==> src/rtl/dma_2d_load_engine.sv <==
// Strided 2-D tile loader: AXI4 INCR read bursts into TPC SRAM.
// Optional DMA_PERF_CNT_EN adds perf_cycles / perf_beats counters.
module dma_2d_load_engine #(
    parameter int AXI_ADDR_WIDTH  = 40,
    parameter int DATA_WIDTH      = 256,
    parameter int ID_WIDTH        = 4,
    parameter int AXI_ID          = 0,
    parameter int SRAM_ADDR_WIDTH = 20,
    parameter int MAX_BURST       = 16,
    parameter int MAX_OUTSTANDING = 4
) (
    input  logic                       clk,
    input  logic                       rst_n,
    input  logic                       cmd_valid,
    output logic                       cmd_ready,
    input  logic [127:0]               cmd,
    output logic                       busy,
    output logic                       done,
    output logic                       error,
    output logic [ID_WIDTH-1:0]        m_axi_arid,
    output logic [AXI_ADDR_WIDTH-1:0]  m_axi_araddr,
    output logic [7:0]                 m_axi_arlen,
    output logic [2:0]                 m_axi_arsize,
    output logic [1:0]                 m_axi_arburst,
    output logic                       m_axi_arvalid,
    input  logic                       m_axi_arready,
    input  logic [ID_WIDTH-1:0]        m_axi_rid,
    input  logic [DATA_WIDTH-1:0]      m_axi_rdata,
    input  logic [1:0]                 m_axi_rresp,
    input  logic                       m_axi_rlast,
    input  logic                       m_axi_rvalid,
    output logic                       m_axi_rready,
    output logic                       sram_we,
    output logic [SRAM_ADDR_WIDTH-1:0] sram_addr,
    output logic [DATA_WIDTH-1:0]      sram_wdata
`ifdef DMA_PERF_CNT_EN
    ,
    output logic [31:0]                perf_cycles,
    output logic [31:0]                perf_beats
`endif
);

    localparam int BPB  = DATA_WIDTH / 8;
    localparam int OFFB = $clog2(BPB);
    localparam int OCW  = $clog2(MAX_OUTSTANDING + 1);
    localparam int SW   = SRAM_ADDR_WIDTH + OFFB;

    typedef enum logic [1:0] {S_IDLE, S_RUN, S_DONE} state_t;

    state_t                    state;
    logic [11:0]               rows_q, cols_q, estr_q, istr_q;
    logic [11:0]               ar_row, ar_col;
    logic [AXI_ADDR_WIDTH-1:0] ar_base;
    logic                      ar_done;
    logic [11:0]               r_row, r_col;
    logic [7:0]                r_bcnt;
    logic [SW-1:0]             r_base;
    logic                      r_done;
    logic [OCW-1:0]            out_cnt;

    logic        ar_hs, r_beat_hs, r_hs, r_exp_last, issue, cmd_bad, cmd_empty;
    logic [12:0] ar_rem, ar_chunk, ar_next;
    logic        unused;

    assign m_axi_arid    = ID_WIDTH'(AXI_ID);
    assign m_axi_arsize  = 3'(OFFB);
    assign m_axi_arburst = 2'b01;

    assign ar_hs      = m_axi_arvalid && m_axi_arready;
    assign r_beat_hs  = m_axi_rvalid && m_axi_rready;
    assign r_hs       = r_beat_hs && !r_done;
    assign r_exp_last = (r_col == cols_q - 12'd1)
                     || (r_bcnt == 8'(MAX_BURST - 1));
    assign ar_rem     = {1'b0, cols_q} - {1'b0, ar_col};
    assign ar_chunk   = (ar_rem > 13'(MAX_BURST)) ? 13'(MAX_BURST) : ar_rem;
    assign ar_next    = {1'b0, ar_col} + ar_chunk;
    assign issue      = (state == S_RUN) && !m_axi_arvalid && !ar_done
                     && (out_cnt < OCW'(MAX_OUTSTANDING));
    assign cmd_bad    = cmd[119:112] != 8'h01;
    assign cmd_empty  = cmd[51:40] == 12'd0 || cmd[39:28] == 12'd0;
    assign unused     = ^{cmd[127:120], cmd[3:0], m_axi_rid};

    always_ff @(posedge clk or negedge rst_n) begin
        if (!rst_n) begin
            state         <= S_IDLE;
            cmd_ready     <= 1'b1;
            busy          <= 1'b0;
            done          <= 1'b0;
            error         <= 1'b0;
            m_axi_araddr  <= '0;
            m_axi_arlen   <= '0;
            m_axi_arvalid <= 1'b0;
            m_axi_rready  <= 1'b0;
            sram_we       <= 1'b0;
            sram_addr     <= '0;
            sram_wdata    <= '0;
            rows_q        <= '0;
            cols_q        <= '0;
            estr_q        <= '0;
            istr_q        <= '0;
            ar_row        <= '0;
            ar_col        <= '0;
            ar_base       <= '0;
            ar_done       <= 1'b0;
            r_row         <= '0;
            r_col         <= '0;
            r_bcnt        <= '0;
            r_base        <= '0;
            r_done        <= 1'b0;
            out_cnt       <= '0;
        end else begin
            unique case (state)
                S_IDLE: if (cmd_valid) begin
                    rows_q    <= cmd[51:40];
                    cols_q    <= cmd[39:28];
                    estr_q    <= cmd[27:16];
                    istr_q    <= cmd[15:4];
                    ar_base   <= AXI_ADDR_WIDTH'(cmd[111:72]);
                    r_base    <= SW'(cmd[71:52]);
                    ar_row    <= '0;
                    ar_col    <= '0;
                    ar_done   <= 1'b0;
                    r_row     <= '0;
                    r_col     <= '0;
                    r_bcnt    <= '0;
                    r_done    <= 1'b0;
                    out_cnt   <= '0;
                    cmd_ready <= 1'b0;
                    busy      <= 1'b1;
                    error     <= cmd_bad;
                    if (cmd_bad || cmd_empty) begin
                        state <= S_DONE;
                        done  <= 1'b1;
                    end else begin
                        state        <= S_RUN;
                        m_axi_rready <= 1'b1;
                    end
                end
                S_RUN: if (ar_done && r_done) begin
                    state        <= S_DONE;
                    done         <= 1'b1;
                    m_axi_rready <= 1'b0;
                end
                S_DONE: begin
                    state     <= S_IDLE;
                    done      <= 1'b0;
                    busy      <= 1'b0;
                    cmd_ready <= 1'b1;
                end
                default: state <= S_IDLE;
            endcase

            // AR generator: fields stay frozen while arvalid waits
            if (ar_hs) begin
                m_axi_arvalid <= 1'b0;
            end else if (issue) begin
                m_axi_arvalid <= 1'b1;
                m_axi_araddr  <= ar_base + (AXI_ADDR_WIDTH'(ar_col) << OFFB);
                m_axi_arlen   <= 8'(ar_chunk - 13'd1);
                if (ar_next >= {1'b0, cols_q}) begin
                    ar_col  <= '0;
                    ar_row  <= ar_row + 12'd1;
                    ar_base <= ar_base + AXI_ADDR_WIDTH'(estr_q);
                    if (ar_row == rows_q - 12'd1) ar_done <= 1'b1;
                end else begin
                    ar_col <= ar_next[11:0];
                end
            end

            // Burst completion is tracked on the expected last beat
            unique case ({ar_hs, r_hs && r_exp_last})
                2'b10:   out_cnt <= out_cnt + OCW'(1);
                2'b01:   out_cnt <= out_cnt - OCW'(1);
                default: out_cnt <= out_cnt;
            endcase

            sram_we <= r_hs;
            if (r_hs) begin
                sram_addr  <= r_base[SW-1:OFFB] + SRAM_ADDR_WIDTH'(r_col);
                sram_wdata <= m_axi_rdata;
                if (m_axi_rresp != 2'b00 || m_axi_rlast != r_exp_last)
                    error <= 1'b1;
                r_bcnt <= r_exp_last ? 8'd0 : r_bcnt + 8'd1;
                if (r_col == cols_q - 12'd1) begin
                    r_col  <= '0;
                    r_row  <= r_row + 12'd1;
                    r_base <= r_base + SW'(istr_q);
                    if (r_row == rows_q - 12'd1) r_done <= 1'b1;
                end else begin
                    r_col <= r_col + 12'd1;
                end
            end
        end
    end

`ifdef DMA_PERF_CNT_EN
    always_ff @(posedge clk or negedge rst_n) begin
        if (!rst_n) begin
            perf_cycles <= '0;
            perf_beats  <= '0;
        end else if (state == S_IDLE && cmd_valid) begin
            perf_cycles <= '0;
            perf_beats  <= '0;
        end else begin
            if (state == S_RUN) perf_cycles <= perf_cycles + 32'd1;
            if (r_beat_hs)      perf_beats  <= perf_beats + 32'd1;
        end
    end
`endif

endmodule
==> config.mk <==
export PLATFORM = sky130hd
export DESIGN_NAME = dma_2d_load_engine
export DESIGN_NICKNAME = d
export VERILOG_FILES = /design/src/rtl/dma_2d_load_engine.sv
export SDC_FILE = /design/constraint.sdc
export NUM_CORES = 1
export LEC_CHECK = 0
export ABC_CLOCK_PERIOD_IN_PS = 14850
export BUFFER_PORTS_ARGS = -buffer_cell sky130_fd_sc_hd__clkbuf_2
export CORE_AREA = 3 3 282 284
export CTS_BUF_LIST = sky130_fd_sc_hd__clkbuf_16
export DETAILED_ROUTE_END_ITERATION = 10
export DIE_AREA = 0 0 285 287
export PLACE_DENSITY_LB_ADDON = 0.1
export SLEW_MARGIN = 20
export SYNTH_ARGS = -nofsm -noshare
export SYNTH_HDL_FRONTEND = slang
export SYNTH_SLANG_ARGS = --single-unit
==> constraint.sdc <==
create_clock -name clk -period 14.85 [get_ports clk]
set_input_delay 2.97 -clock clk [delete_from_list [all_inputs] [get_ports clk]]
set_output_delay 2.97 -clock clk [all_outputs]
set_load 0.02 [all_outputs]
After elaboration in Yosys (flattened, before gate mapping)

Cells that the tools add are included.

Input port bits: 396
Flip-flop bits (word level): 507
Logic and storage cells: 158

$lt $le $gt $ge: 3
Equality and inequality tests: 14
Reduce and logical (&&, ||, !) cells: 33
Bitwise gates (word level): 1
$add $sub $neg: 15
Multiplexer cells: 66

Operators by type and width:

| kind                  | count |
|---|---|
| $mux 12               | 18 |
| $mux 40               | 5 |
| $mux 25               | 4 |
| $add 40x12->40        | 1 |
| $add 40x17->40        | 1 |
| $add 12x1->12 const B | 3 |
| $eq 12x12->1          | 3 |
| $mux 8                | 4 |
| $add 25x12->25        | 1 |
| $mux 1                | 25 |
| $logic_not 12->1      | 2 |
| $sub 12x1->12 const B | 2 |
| $add 20x12->20        | 1 |
| $reduce_bool 2->1     | 7 |
| $add 12x13->13        | 1 |
| $ge 13x12->1          | 1 |
| $gt 13x5->1 const B   | 1 |
| $mux 13               | 1 |
| $sub 12x12->13        | 1 |
| $reduce_and 2->1      | 5 |
| $add 8x1->8 const B   | 1 |
| $eq 8x4->1 const B    | 1 |
| $logic_and 1x1->1     | 8 |
| $ne 8x1->1 const B    | 1 |
| other kinds (20)      | 34 |

Logic depth before layout (Yosys ltp)

Depth after elaboration: 8
Mapped depth: 30
Depth with buffers taken out: 29

Least setup slack after synthesis

Ideal clock, no wire load.

Kind: reg2reg
From: reg cols_q[0]
To: reg ar_base[0]
Path slack: 8869 ps
Path buffers: 2
Period minus slack after synthesis: 5981 ps
Arrival: 5841 ps
Stages on the path, launching flop included: 28
Path through: dfrtp_1 inv_1 ha_1 fa_1 nand2b_1 a2111oi_0 a21oi_1 and2_1 a2111oi_4 nand2_1 or2_2 fa_1 nor2b_1 o21a_1 o21ai_0 a21oi_1 or2_2 a21oi_1 xnor2_1 ha_1 a21o_1 a21oi_1 o21ai_0 a21o_1 o21ai_1 buf_2 clkbuf_1 a31oi_1

Word-level cells in the longest chain between the ends: 8

RTL lines:

| element                | RTL line | source |
|---|---|---|
| start, declared        | 51       | `logic [11:0] rows_q, cols_q, estr_q, istr_q;` |
| start signal, assigned | 115      | `cols_q <= cmd[39:28];` |
| $sub 12x12->13         | 74       | `assign ar_rem = {1'b0, cols_q} - {1'b0, ar_col};` |
| $gt 13x5->1            | 75       | `assign ar_chunk = (ar_rem > 13'(MAX_BURST)) ? 13'(MAX_BURST) : ar_rem;` |
| $mux 13                | 75       |  |
| $add 12x13->13         | 76       | `assign ar_next = {1'b0, ar_col} + ar_chunk;` |
| $ge 13x12->1 (*)       | 160      | `if (ar_next >= {1'b0, cols_q}) begin` |
| $mux 40 (*)            | 160      |  |
| $mux 40 (*)            | 156      | `end else if (issue) begin` |
| $mux 40 (*)            | 154      | `if (ar_hs) begin` |
| end signal, assigned   | 118      | `ar_base <= AXI_ADDR_WIDTH'(cmd[111:72]);` |
| end signal, assigned   | 163      | `ar_base <= ar_base + AXI_ADDR_WIDTH'(estr_q);` |
| end, declared          | 53       | `logic [AXI_ADDR_WIDTH-1:0] ar_base;` |

Mark *: on every way between the ends. The rest lies on a longest branch, timed or not.
A chain may end at the register's enable or synchronous reset.

Worst setup path after layout

From: reg cols_q[0]
To: reg ar_base[32]

Same word-level chain as after synthesis.

==> flow_metrics.tcl <==
set metrics [dict create \
    status "finished, final reports clean" \
    p_sw_w 0.00127 \
    timing_worst_slew_pin_value_ns 1.14 \
    vias 22400 \
    p_int_w 0.00273 \
    grt_setup_unrepaired "no" \
    drt_wl_total_um 91600 \
    cts_tree "yes" \
    max_stage_delay_ns 0.90 \
    ir_drop_v 0.000104 \
    place_inst 4592 \
    first_global_vias 22200 \
    hp-start "cmd_ready$_DFFE_PN1P_" \
    ys_warn_count 0 \
    stdcell_area_um2 32100 \
    maxCapViolations 0 \
    grt_first_pass_wirelength_um 140000 \
    fp.dieW_um 285 \
    dpl_cell_area_um2 30000 \
    power.leakage_nw 16.7 \
    critPathKind "register to register" \
    avgRoutedWirePerCell_um 19.4 \
    clkTransAtPathRegs_ns 0.06 \
    drt-initial-drc-count 1180 \
    setup_viol 0 \
    hold_class "register to register" \
    cts-resized-gates 0 \
    power.total_w 0.00400 \
    finalWeightedCongestion 0.847 \
    crit_required_ns 15.39 \
    cp_max_fo 44 \
    cpMostUsedCell "a21oi_1" \
    final_cells 4717 \
    power_frac_comb_pct 20.4 \
    final_nets 4107 \
    area_growth_pct 26.1 \
    numPortBuffers 710 \
    startpoint "cols_q[0]$_DFFE_PN0P_" \
    die_area_um2 81800 \
    track_usage_pct 21.9 \
    cts_setup_buffers 0 \
    power.density_nw_per_um2 125 \
    routed_via_density 4.75 \
    synthFlopType "dfrtp_1" \
    reg2reg_from "cols_q[0]$_DFFE_PN0P_" \
    initial_core_util_pct 32.9 \
    hold_ws_ns 0.455 \
    clock_path_buffers 3 \
    p_sw_share_pct 31.7 \
    die_h_um 287 \
    clock-skew-final_ns 0.0554 \
    yosysSeqAreaShare_pct 49.9 \
    worstSkewPairLatency_ns 0.65 \
    drive_gt1_share_pct 23.4 \
    slew_headroom_pct 24.1 \
    ant_nets 0 \
    synth_cells 2948 \
    final_max_slew_viol_count 0 \
    synth.distinct_cells 79 \
    io_pins 736 \
    crit_slowest_cell "nor4_2" \
    clock_power_share_pct 38.8 \
    drc 0 \
    fill_cells 7958 \
    synth_edf_count 0 \
    power_frac_seq_pct 40.8 \
    root_buffer "clkbuf_16" \
    cts-hold-fix-buffers 0 \
    hpwl_um 68900 \
    ys_seq_elements 507 \
    core_area_um2 77300 \
    grt_max_degree 207 \
    cts_num_sinks 507 \
    tns_ns 0 \
    async_flop_share_pct 100 \
    finalHoldViolations 0 \
    netlist_area_um2 25400 \
    grt_remaining_overflow 0 \
    rows 102 \
    fin_crit_ns 7.64 \
    arrival_ns 8.18 \
    max_freq_mhz 131 \
    synth_area_per_cell_um2 8.63 \
    first_pass_iters 5 \
    start_kind "register" \
    timing.final.crit_share_pct 51.5 \
    htree_levels 2 \
    antenna_found_initial 20 \
    end_kind "register" \
    cts_inserted_buffers 59 \
]
synth_stat cells (17+ instances only):
| master | number | area (µm²) |
|---|---|---|
| nor3_1 | 40 | 200 |
| a311oi_1 | 17 | 149 |
| nand3_1 | 59 | 295 |
| and3_1 | 49 | 307 |
| inv_1 | 74 | 278 |
| clkbuf_1 | 117 | 439 |
| a31oi_1 | 24 | 150 |
| nand2_1 | 1105 | 4150 |
| dfrtp_1 | 506 | 12700 |
| nand2b_1 | 23 | 144 |
| ha_1 | 91 | 1140 |
| a21o_1 | 21 | 158 |
| nor4_1 | 19 | 119 |
| xor2_1 | 51 | 447 |
| o31ai_1 | 22 | 165 |
| a211oi_1 | 30 | 225 |
| nor2_1 | 120 | 450 |
| a21oi_1 | 74 | 370 |
| xnor2_1 | 77 | 674 |
| o21ai_0 | 183 | 916 |
layer usage:
layer  vias to the layer above  wire [µm]  track usage [%]
met2                       529      44100             36.8
met3                       108       5970             5.56
met4                        10       1960             4.90
met1                     10600      39500             28.5
met5                         -         76                0
li1                      11200          -                -
per-stage QoR:
step	setup slack (ns)	utilization (%)
floorplan	8.87	-
global placement	7.13	38.8
detailed placement	7.17	38.8
CTS	7.13	41.4
global route	6.52	41.5
finish	7.21	41.5
state kept, by name (all words and copies together), names as in the netlist, 20 cells and up:
name,flops
ar_base,40
m_axi_araddr,40
r_base,25
sram_addr,20
sram_wdata,256
cells by family (layout without fill, tap and decap cells):
| family | after synthesis | in the layout | share of synthesized area, % |
|---|---|---|---|
| AO/OA/AOI/OAI | 468 | 468 | 11.6 |
| XOR/XNOR | 128 | 128 | 4.41 |
| adder cells (fa/ha/maj) | 98 | 98 | 5.03 |
| buffers and inverters | 219 | 921 | 3.50 |
| flip-flops | 507 | 507 | 49.9 |
| multiplexers | 11 | 11 | 0.438 |
| other | 2 | 29 | 0.0295 |
| AND/OR/NAND/NOR | 1515 | 1515 | 25.1 |
power by group through the flow:
stage	clock network (W)	logic, W	registers (W)
after floorplan	0	0.000423	0.00173
after global placement	0	0.000828	0.00166
after detailed placement	0	0.000831	0.00166
after CTS	0.00160	0.000833	0.00163
after global routing	0.00165	0.000916	0.00165
final	0.00155	0.000818	0.00163
final cells by class:
type	instances	area [µm²]	share of cell area (%)
sequential	507	12700	39.5
multi-input combinational	2236	12000	37.3
timing repair buffer	733	3760	11.7
clock buffer	59	1480	4.60
tap	1040	1300	4.05
clock inverter	53	576	1.79
inverter	76	293	0.912
antenna	13	32.5	0.101
path summary, 6_finish.rpt:
path / end / slack, ns / cells after the start
max: ar_base[32]$_DFF_PN0_ / 7.21 / 28
min: cmd_ready$_DFFE_PN1P_ / 0.45 / 2
max reg2reg: ar_base[32]$_DFF_PN0_ / 7.21 / 28
min reg2reg: cmd_ready$_DFFE_PN1P_ / 0.45 / 2
max in group asynchronous: sram_addr[14]$_DFFE_PN0P_ / 10.47 / 3
min in group asynchronous: estr_q[4]$_DFFE_PN0P_ / 2.34 / 1
critical path: cells and delay by family, from the launching register on:
| family | cells | cell delay, ns |
|---|---|---|
| flip-flops | 1 | 0.51 |
| buffers and inverters | 2 | 0.49 |
| XOR/XNOR | 1 | 0.15 |
| adder cells (fa/ha/maj) | 4 | 1.41 |
| AND/OR/NAND/NOR | 7 | 2.30 |
| AO/OA/AOI/OAI | 14 | 2.67 |
placed cells by master, fill, tap and decap left out, types with 49 or more instances in the layout:
cell,n
clkbuf_16,59
and3_1,49
xor2_1,51
xnor2_1,77
dfrtp_1,506
o21ai_0,183
nor2_1,119
nand3_1,59
clkbuf_2,709
ha_1,91
a21oi_1,74
inv_1,82
nand2_1,1105
Note: power is estimated with default switching activity, not from simulation.
